**src/rtl/fec32_pkg.sv**
```systemverilog
// Shared constants, state encoding and single-error syndrome table for the
// 2/3-rate FEC sequencer (shortened Hamming (15,10), g(D)=D^5+D^4+D^2+1).
package fec32_pkg;

   localparam int CW_LEN  = 15;
   localparam int DAT_LEN = 10;
   localparam int PAR_LEN = 5;

   typedef enum logic [1:0] {
      ST_IDLE   = 2'd0,
      ST_DATA   = 2'd1,
      ST_PARITY = 2'd2,
      ST_CHK    = 2'd3
   } fec_state_t;

   // Entry k is D^(19-k) mod g(D): the syndrome left by a lone error in reception slot k.
   localparam logic [0:CW_LEN-1][PAR_LEN-1:0] SYN_TBL = {
      5'b10000, 5'b01000, 5'b00100, 5'b00010, 5'b00001,
      5'b11010, 5'b01101, 5'b11100, 5'b01110, 5'b00111,
      5'b11001, 5'b10110, 5'b01011, 5'b11111, 5'b10101
   };

   function automatic logic [DAT_LEN-1:0] flip_bit(input logic [DAT_LEN-1:0] data,
                                                   input logic [3:0]         pos);
      logic [DAT_LEN-1:0] res;
      res      = data;
      res[pos] = ~data[pos];
      return res;
   endfunction

endpackage

```
**src/rtl/fec32_synchk.sv**
```systemverilog
// Syndrome decoder: maps the captured syndrome to an error position and the
// corrected / uncorrectable flags.
module fec32_synchk
   import fec32_pkg::*;
(
   input  logic [PAR_LEN-1:0] syn,
   output logic [3:0]         pos,
   output logic               corr,
   output logic               uncorr
);

   // Table lookup of the syndrome; unmatched non-zero values are uncorrectable.
   always_comb begin
      pos    = 4'd0;
      corr   = 1'b1;
      uncorr = 1'b0;
      case (syn)
         5'b00000:    corr = 1'b0;
         SYN_TBL[0]:  pos  = 4'd0;
         SYN_TBL[1]:  pos  = 4'd1;
         SYN_TBL[2]:  pos  = 4'd2;
         SYN_TBL[3]:  pos  = 4'd3;
         SYN_TBL[4]:  pos  = 4'd4;
         SYN_TBL[5]:  pos  = 4'd5;
         SYN_TBL[6]:  pos  = 4'd6;
         SYN_TBL[7]:  pos  = 4'd7;
         SYN_TBL[8]:  pos  = 4'd8;
         SYN_TBL[9]:  pos  = 4'd9;
         SYN_TBL[10]: pos  = 4'd10;
         SYN_TBL[11]: pos  = 4'd11;
         SYN_TBL[12]: pos  = 4'd12;
         SYN_TBL[13]: pos  = 4'd13;
         SYN_TBL[14]: pos  = 4'd14;
         default: begin
            corr   = 1'b0;
            uncorr = 1'b1;
         end
      endcase
   end

endmodule

```
**src/rtl/fec32_ctrl.sv**
```systemverilog
// Per-codeword sequencer for the fec32 remainder/syndrome datapath: TX appends
// 5 parity bits to 10 data bits, RX corrects single errors from the syndrome.
module fec32_ctrl
   import fec32_pkg::*;
#(
   parameter int NBLK_W = 9
) (
   input  logic               clk_6M,
   input  logic               rstz,
   input  logic               start_p,
   input  logic               abort_p,
   input  logic               mode,
   input  logic [NBLK_W-1:0]  nblk,
   input  logic               bit_valid,
   input  logic               din,
   output logic               din_req,
   output logic               dout,
   output logic [DAT_LEN-1:0] rx_data,
   output logic               rx_valid,
   output logic               err_corr,
   output logic               err_uncorr,
   output logic               done_p,
   output logic               busy,
   output logic               fec32_loadini_p,
   output logic               fec32_shift_in,
   output logic               fec32_shift_out,
   output logic               fec32_datvalid_p,
   output logic               fec32_datin,
   input  logic [PAR_LEN-1:0] fec32_rem,
   input  logic [PAR_LEN-1:0] fec32_syn
);

   localparam logic [NBLK_W-1:0] ONE_BLK  = NBLK_W'(1'b1);
   localparam logic [NBLK_W-1:0] ZERO_BLK = {NBLK_W{1'b0}};

   fec_state_t         state_r;
   logic               mode_r;
   logic [NBLK_W-1:0]  blk_r;
   logic [3:0]         bcnt_r;
   logic [DAT_LEN-1:0] dbuf_r;
   logic [DAT_LEN-1:0] hold_r;

   logic               last_s;
   logic               bit_s;
   logic               chk_next_s;
   logic [3:0]         syn_pos_s;
   logic               syn_corr_s;
   logic               syn_uncorr_s;
   logic [DAT_LEN-1:0] fix_s;
   logic               rem_unused_s;

   fec32_synchk u_synchk (
      .syn    (fec32_syn),
      .pos    (syn_pos_s),
      .corr   (syn_corr_s),
      .uncorr (syn_uncorr_s)
   );

   assign rem_unused_s = ^fec32_rem[PAR_LEN-2:0];
   assign last_s       = (blk_r == ONE_BLK);
   assign bit_s        = bit_valid & ~abort_p;
   // A strobe landing in CHK already belongs to the next codeword.
   assign chk_next_s   = (state_r == ST_CHK) & ~last_s;

   assign fec32_datin      = din;
   assign fec32_datvalid_p = bit_s & ((state_r == ST_DATA) | (state_r == ST_PARITY) | chk_next_s);
   assign fec32_shift_in   = ~abort_p & ((state_r == ST_DATA) | chk_next_s);
   assign fec32_shift_out  = ~abort_p & (state_r == ST_PARITY);
   assign fec32_loadini_p  = abort_p | ((state_r == ST_IDLE) & start_p) |
                             (mode_r & (state_r == ST_DATA) & (bcnt_r == 4'd14) & bit_s);
   assign din_req          = ~mode_r & (state_r == ST_DATA);
   assign busy             = (state_r != ST_IDLE);

   // TX bit path: data passes straight through, parity comes from the remainder MSB.
   always_comb begin
      case (state_r)
         ST_DATA:   dout = ~mode_r & din;
         ST_PARITY: dout = fec32_rem[PAR_LEN-1];
         default:   dout = 1'b0;
      endcase
   end

   // Apply the single-bit correction only when the error sits in the data part.
   always_comb begin
      if (syn_corr_s && (syn_pos_s < 4'd10)) begin
         fix_s = flip_bit(hold_r, syn_pos_s);
      end else begin
         fix_s = hold_r;
      end
   end

   // Sequencer FSM with bit/block counters and registered RX results.
   always_ff @(posedge clk_6M or negedge rstz) begin
      if (!rstz) begin
         state_r    <= ST_IDLE;
         mode_r     <= 1'b0;
         blk_r      <= ZERO_BLK;
         bcnt_r     <= 4'd0;
         dbuf_r     <= {DAT_LEN{1'b0}};
         hold_r     <= {DAT_LEN{1'b0}};
         rx_data    <= {DAT_LEN{1'b0}};
         rx_valid   <= 1'b0;
         err_corr   <= 1'b0;
         err_uncorr <= 1'b0;
         done_p     <= 1'b0;
      end else begin
         rx_valid <= 1'b0;
         done_p   <= 1'b0;
         if (abort_p) begin
            state_r <= ST_IDLE;
            bcnt_r  <= 4'd0;
         end else begin
            case (state_r)
               ST_IDLE: begin
                  if (start_p) begin
                     mode_r  <= mode;
                     blk_r   <= (nblk == ZERO_BLK) ? ONE_BLK : nblk;
                     bcnt_r  <= 4'd0;
                     dbuf_r  <= {DAT_LEN{1'b0}};
                     state_r <= ST_DATA;
                  end
               end
               ST_DATA: begin
                  if (bit_s) begin
                     if (mode_r) begin
                        if (bcnt_r < 4'd10) begin
                           dbuf_r[bcnt_r] <= din;
                        end
                        if (bcnt_r == 4'd14) begin
                           hold_r  <= dbuf_r;
                           bcnt_r  <= 4'd0;
                           state_r <= ST_CHK;
                        end else begin
                           bcnt_r <= bcnt_r + 4'd1;
                        end
                     end else begin
                        bcnt_r <= bcnt_r + 4'd1;
                        if (bcnt_r == 4'd9) begin
                           state_r <= ST_PARITY;
                        end
                     end
                  end
               end
               ST_PARITY: begin
                  if (bit_s) begin
                     if (bcnt_r == 4'd14) begin
                        bcnt_r <= 4'd0;
                        if (last_s) begin
                           done_p  <= 1'b1;
                           state_r <= ST_IDLE;
                        end else begin
                           blk_r   <= blk_r - ONE_BLK;
                           state_r <= ST_DATA;
                        end
                     end else begin
                        bcnt_r <= bcnt_r + 4'd1;
                     end
                  end
               end
               ST_CHK: begin
                  rx_data    <= fix_s;
                  err_corr   <= syn_corr_s;
                  err_uncorr <= syn_uncorr_s;
                  rx_valid   <= 1'b1;
                  if (last_s) begin
                     done_p  <= 1'b1;
                     state_r <= ST_IDLE;
                  end else begin
                     blk_r   <= blk_r - ONE_BLK;
                     state_r <= ST_DATA;
                     if (bit_s) begin
                        dbuf_r[0] <= din;
                        bcnt_r    <= 4'd1;
                     end
                  end
               end
               default: state_r <= ST_IDLE;
            endcase
         end
      end
   end

endmodule
```
**config.mk**
```make
export PLATFORM = sky130hd
export DESIGN_NAME = fec32_ctrl
export DESIGN_NICKNAME = d
export VERILOG_FILES = /design/src/rtl/fec32_pkg.sv /design/src/rtl/fec32_synchk.sv /design/src/rtl/fec32_ctrl.sv
export SDC_FILE = /design/constraint.sdc
export NUM_CORES = 1
export LEC_CHECK = 0
export CAP_MARGIN = 0
export CORE_MARGIN = 3
export CORE_UTILIZATION = 30
export CTS_CLUSTER_SIZE = 10
export DETAILED_ROUTE_END_ITERATION = 12
export PLACE_DENSITY = 0.46
export SLEW_MARGIN = 20
export SYNTH_ARGS = -nofsm -noshare
export SYNTH_HDL_FRONTEND = slang
export SYNTH_SLANG_ARGS = --single-unit
```
**constraint.sdc**
```tcl
create_clock -name clk_6M -period 6.1 [get_ports clk_6M]
set_input_delay 1.83 -clock clk_6M [delete_from_list [all_inputs] [get_ports clk_6M]]
set_output_delay 1.83 -clock clk_6M [all_outputs]
set_load 0.1 [all_outputs]
```
# Word level (Yosys, flattened, before mapping)
# Cells that the tools add are included.
# W data, S select, Z words.
classes:
  add_sub_neg: 2
  mul: 0
  n_div: 0
  order_cmp: 6
  eq_ne: 37
  n_shift: 0
  muxes: 53
  bitwise: 20
  n_reduce_logical: 20
op_table:
  columns: ["op", "n"]
  rows:
  - ["$pmux W4 S14", 1]
  - ["$mux W10", 5]
  - ["$mux W9", 5]
  - ["$eq A5 B5 Y1 const B", 7]
  - ["$mux W4", 8]
  - ["$pmux W9 S3", 1]
  - ["$bwmux W10", 2]
  - ["$eq A5 B4 Y1 const B", 4]
  - ["$pmux W9 S2", 1]
  - ["$mux W2", 8]
  - ["$pmux W4 S4", 1]
  - ["$reduce_or A16 Y1", 1]
  - ["$ne A3 B3 Y1 const B", 5]
  - ["$reduce_and A5 Y1", 3]
  - ["$reduce_or A15 Y1", 1]
  - ["$mux W1", 14]
  - ["$ne A2 B2 Y1 const B", 6]
  - ["$reduce_and A6 Y1", 2]
  - ["$and A1 B1 Y1", 11]
  - ["$eq A5 B3 Y1 const B", 2]
  - ["$lt A4 B5 Y1 const B", 2]
  - ["$eq A9 B1 Y1 const B", 1]
  - ["$logic_not A9 Y1", 1]
  - ["$sub A9 B1 Y9 const B", 1]
  - ["other kinds (26)", 45]
totals:
  regBits: 50
  latchBits: 0
  ramBits: 0
  romBits: 0
  input_bits: 26
  out_inout_bits: 22
  wordCells: 150
  memories: 0

# Depth between registers and ports, before layout
logic_depth:
  word_depth: 9
  mapped_depth: 9
  depth_no_buf: 7

# Cells and area by module
# From an unflattened synthesis, not the netlist that was laid out.
hier_totals:
  hier_cells: 371
  hier_area_um2: 3362.0
modules_own_cells:
  columns: ["mod", "n_inst", "cells_each", "area_per_inst_um2", "seq_area_each_um2"]
  rows:
  - ["fec32_ctrl", 1, 318, 3004.1, 1251.2]
  - ["fec32_synchk", 1, 53, 357.8, 0.0]

# Worst setup path after synthesis
# OpenSTA, ideal clock, no wires.
synth_timing:
  kind: "input to output"
  startpoint: "input bit_valid"
  endpoint: "output fec32_datvalid_p"
  arrival_ps: 3426
  t_required_ps: 4270
  path_slack_ps: 844
  stages: 2
  n_path_buf: 0
  cell_sequence: "or2b_2 -> nor2_1"
synth_via:
  elab_chain_cells: 2
synth_rtl:
  columns: ["item", "line_no", "source"]
  rows:
  - ["from (decl)", "fec32_ctrl.sv:14", "input logic bit_valid,"]
  - ["$and A1 B1 Y1", "fec32_ctrl.sv:61", "assign bit_s = bit_valid & ~abort_p;"]
  - ["$and A1 B1 Y1", "fec32_ctrl.sv:66", "assign fec32_datvalid_p = bit_s & ((state_r == ST_DATA) | (state_r == ST_PARITY) | chk_next_s);"]
  - ["to (decl)", "fec32_ctrl.sv:27", "output logic fec32_datvalid_p,"]
# No other way between the ends.

# Worst setup path after layout
layout_timing:
  startpoint: "input abort_p"
  endpoint: "output fec32_loadini_p"
layout_via:
  elab_chain_cells: 4
layout_rtl:
  columns: ["item", "line_no", "source"]
  rows:
  - ["from (decl)", "fec32_ctrl.sv:11", "input logic abort_p,"]
  - ["$not A1 Y1 (no line)", null, null]
  - ["$and A1 B1 Y1", "fec32_ctrl.sv:61", null]
  - ["$and A1 B1 Y1", "fec32_ctrl.sv:70", "(mode_r & (state_r == ST_DATA) & (bcnt_r == 4'd14) & bit_s);"]
  - ["$or A1 B1 Y1 (*)", "fec32_ctrl.sv:69", "assign fec32_loadini_p = abort_p | ((state_r == ST_IDLE) & start_p) |"]
  - ["to (decl)", "fec32_ctrl.sv:24", "output logic fec32_loadini_p,"]
# Mark *: on every way between the ends. The rest lies on a longest branch, timed or not.

==> impl_results.rst <==
.. list-table::
   :header-rows: 1

   * - Metric
     - Value
   * - Status
     - completed
   * - Detail-routed via count per cell
     - 5.11
   * - Main area contributors after synthesis
     - sky130_fd_sc_hd__dfrtp_1, sky130_fd_sc_hd__nand2_1, sky130_fd_sc_hd__nor2_1, sky130_fd_sc_hd__o21ai_0, sky130_fd_sc_hd__ha_1
   * - Area growth syn-to-layout
     - 20.5%
   * - TritonCTS clock tree
     - yes
   * - DIE AREA
     - 11,900 µm²
   * - Biggest fanout along the worst timing path
     - 15
   * - Most common cell after layout, fill and taps aside
     - sky130_fd_sc_hd__dfrtp_1
   * - Min cycle time layout
     - 5.27 ns
   * - Hold Crit Class
     - reg -> reg
   * - Count of port buffers added during placement
     - 43
   * - Number of placement rows
     - 37
   * - Post-Route Skew
     - 0.00647 ns
   * - Drt total wl
     - 7.88 mm
   * - Resized Gates After CTS
     - 0
   * - Commonest cells after routing, fill and taps aside
     - sky130_fd_sc_hd__dfrtp_1, sky130_fd_sc_hd__nand2_1, sky130_fd_sc_hd__nor2_1, sky130_fd_sc_hd__clkdlybuf4s50_1, sky130_fd_sc_hd__o21ai_0
   * - Max-slew violation total from the final report
     - 0
   * - Sequential element share of the synthesized area
     - 39.1%
   * - Number of different library cells in the post-synthesis netlist
     - 60
   * - Largest voltage drop on the vdd net
     - 0.219 mV
   * - Antenna violations before repair
     - 0
   * - Achievable frequency
     - 190 MHz
   * - Number of enable flip-flop cells after synthesis
     - 0
   * - Residual DRC count
     - 0
   * - Slew at the pin with the worst max-slew slack
     - 0.978 ns
   * - Sequential cell area
     - 1250 µm²
   * - Worst-case setup slack after placement
     - 0.844 ns
   * - Post-CTS setup buffers
     - 0
   * - Synthesized area per cell
     - 8.70 µm²
   * - Number of antenna cells inserted
     - 0
   * - Data arrival time of the critical path
     - 3.44 ns
   * - Post-synth top area cell
     - sky130_fd_sc_hd__dfrtp_1
   * - Kind of launch point of the worst setup path
     - input pin
   * - First-pass GRT wire length
     - 13.1 mm
   * - Share of the synthesized area in the top cell type
     - 39.1%
   * - GRT Resource Usage Total
     - 13.6%
   * - Wirelength per Cell
     - 14.7 µm
   * - Final Worst Setup Slack
     - 0.828 ns
   * - Antenna Violating Nets Remaining
     - 0
   * - Fraction of layout cells with a size suffix above 1
     - 10.3%
   * - DRC violation total after the first TritonRoute iteration
     - 151
   * - Worst endpoint required time
     - 4.27 ns
   * - Setup TNS
     - 0 ns
   * - Final setup violation count
     - 0
   * - CTS Hold Buffers Added
     - 0
   * - Overall power after layout
     - 0.00141 W
   * - H-tree levels
     - 2
   * - Fraction of the core area covered by cells at the end of the flow
     - 37.2%
   * - Period Utilization, post-route
     - 86.4%
   * - Die Ht
     - 109 µm
   * - Clock buffer depth
     - 2
   * - Via count of the routed design
     - 2,738
   * - Pwr/cell area
     - 367 nW/µm²
   * - Unrepaired setup endpoints after global routing
     - false
   * - Pin count of the biggest net entering global routing
     - 51
   * - Final weighted congestion of routability-driven global placement
     - 0.768
   * - Detailed placement HPWL
     - 5.66 mm
   * - Worst-case hold slack
     - 0.486 ns
   * - Final count of hold timing violations
     - 0
   * - Category of the most critical setup path
     - in -> out
   * - Footprint of the multi-input gates
     - 1810 µm²
   * - CTS root buffer
     - sky130_fd_sc_hd__clkbuf_8
   * - Number of buffers created by CTS
     - 5
   * - Async set-reset flop share out of synthesis
     - 100%
   * - NumNets Final
     - 435
   * - Clock sink count
     - 50
   * - Tightest slew margin relative to the limit
     - 34.6%
   * - Mapped Nets
     - 404
   * - Fill cells
     - 1,096
   * - Floorplan Core Area
     - 10,400 µm²
   * - Top Ports
     - 48
   * - Remaining global-route overflow
     - 0
   * - Die X-Extent
     - 109 µm
   * - CP Capture Type
     - primary output
   * - Most used flip-flop cell after synthesis
     - sky130_fd_sc_hd__dfrtp_1
   * - Number of register bits inferred by synthesis
     - 50
   * - Gate count of the mapped netlist
     - 368
   * - Post-synthesis cell area
     - 3200 µm²
   * - First-pass iteration count of the detailed router
     - 5
   * - Clock network latency to the later pin of the worst-skew pair
     - 0.31 ns
   * - Max-Cap Viols
     - 0
   * - Effective utilization at floorplan
     - 30.9%
   * - Number of global-route vias before repair
     - 2,628
   * - Clock-pin slew on the worst setup and hold paths
     - 0.09 ns
   * - Ys Warns
     - 0
   * - Standby leakage power
     - 1.63 nW
[flip-flops by register name, summed over array words and instances (netlist names), 2 cells and up]
name and cells:
state_r 2, rx_data 10, dbuf_r 10, hold_r 10
bcnt_r 4, blk_r 9
[metrics by stage]
stage / std cells / area [µm²]
finish: 536 / 3860
global route: 536 / 3860
CTS: 536 / 3850
detailed placement: 528 / 3720
global placement: 528 / 3720
floorplan: 368 / 3200
[critical path, stage by stage]
cell,delay [ns]
sky130_fd_sc_hd__clkdlybuf4s50_1,0.39
sky130_fd_sc_hd__buf_4,0.19
sky130_fd_sc_hd__or2b_2,0.35
sky130_fd_sc_hd__nor2_1,0.14
sky130_fd_sc_hd__and3_1,0.20
sky130_fd_sc_hd__a211o_1,0.16
sky130_fd_sc_hd__buf_12,0.18
[final cells by class]
| type | count | area share [%] |
|---|---|---|
| clock buffers | 5 | 1.78 |
| clock inverters | 3 | 1.78 |
| inverters | 10 | 0.973 |
| multi-input cells | 285 | 46.9 |
| flip-flops and latches | 50 | 32.4 |
| well taps | 136 | 4.41 |
| repair buffers | 47 | 11.7 |
[path summary, 6_finish.rpt]
kind | from | to | slack (ns) | depth (start not counted)
worst max-delay path | abort_p | fec32_loadini_p | 0.83 | 7
worst max register to register | state_r[0]$_DFFE_PN0P_ | rx_data[3]$_DFFE_PN0P_ | 3.59 | 6
min in group asynchronous | rstz | err_corr$_DFFE_PN0P_ | 1.63 | 2
worst min register to register | err_uncorr$_DFFE_PN0P_ | err_uncorr$_DFFE_PN0P_ | 0.49 | 2
worst min-delay path | err_uncorr$_DFFE_PN0P_ | err_uncorr$_DFFE_PN0P_ | 0.49 | 2
max in group asynchronous | rstz | mode_r$_DFFE_PN0P_ | 4.02 | 2
[layer usage]
metal / up-vias / part of all wire (%) / track usage, %
li1: 1394 / - / -
met1: 1282 / 50 / 18.9
met2: 55 / 45 / 21.8
met3: 7 / 4.0 / 2.47
met4: 0 / 0.93 / 3.38
met5: - / 0 / 0
[power by group]
group          switching [W]  internal (W)  leakage, nW
Sequential         0.0000688      0.000389        0.673
Clock               0.000117      0.000164       0.0683
Combinational       0.000469      0.000206        0.887
[cell usage after synthesis, types with 4 or more instances]
master	instances
sky130_fd_sc_hd__and3_1	8
sky130_fd_sc_hd__nand3_1	13
sky130_fd_sc_hd__dfrtp_1	50
sky130_fd_sc_hd__clkbuf_1	8
sky130_fd_sc_hd__nand3b_1	4
sky130_fd_sc_hd__nand4_1	4
sky130_fd_sc_hd__nand2_1	42
sky130_fd_sc_hd__buf_2	11
sky130_fd_sc_hd__a21oi_1	20
sky130_fd_sc_hd__inv_1	9
sky130_fd_sc_hd__nor3_1	7
sky130_fd_sc_hd__nor2_1	38
sky130_fd_sc_hd__o21ai_0	27
sky130_fd_sc_hd__xnor2_1	7
sky130_fd_sc_hd__a31oi_1	5
sky130_fd_sc_hd__nor4_1	7
sky130_fd_sc_hd__mux2_2	11
sky130_fd_sc_hd__a211oi_1	9
sky130_fd_sc_hd__nor3b_1	4
sky130_fd_sc_hd__a22o_1	7
sky130_fd_sc_hd__nor2b_1	10
sky130_fd_sc_hd__ha_1	10
[logic make-up (layout without fill, tap and decap cells)]
family	Yosys count	in the layout	synth area share [%]
adders and majority gates	10	10	3.91
and+or+nand+nor	154	154	25.0
buffers and inverters	33	65	4.53
xor gates and xnor gates	8	8	2.19
DFF	50	50	39.1
AOI/OAI and AO/OA	99	99	20.4
muxes	14	14	4.81
Note: power is estimated with default switching activity, not from simulation.
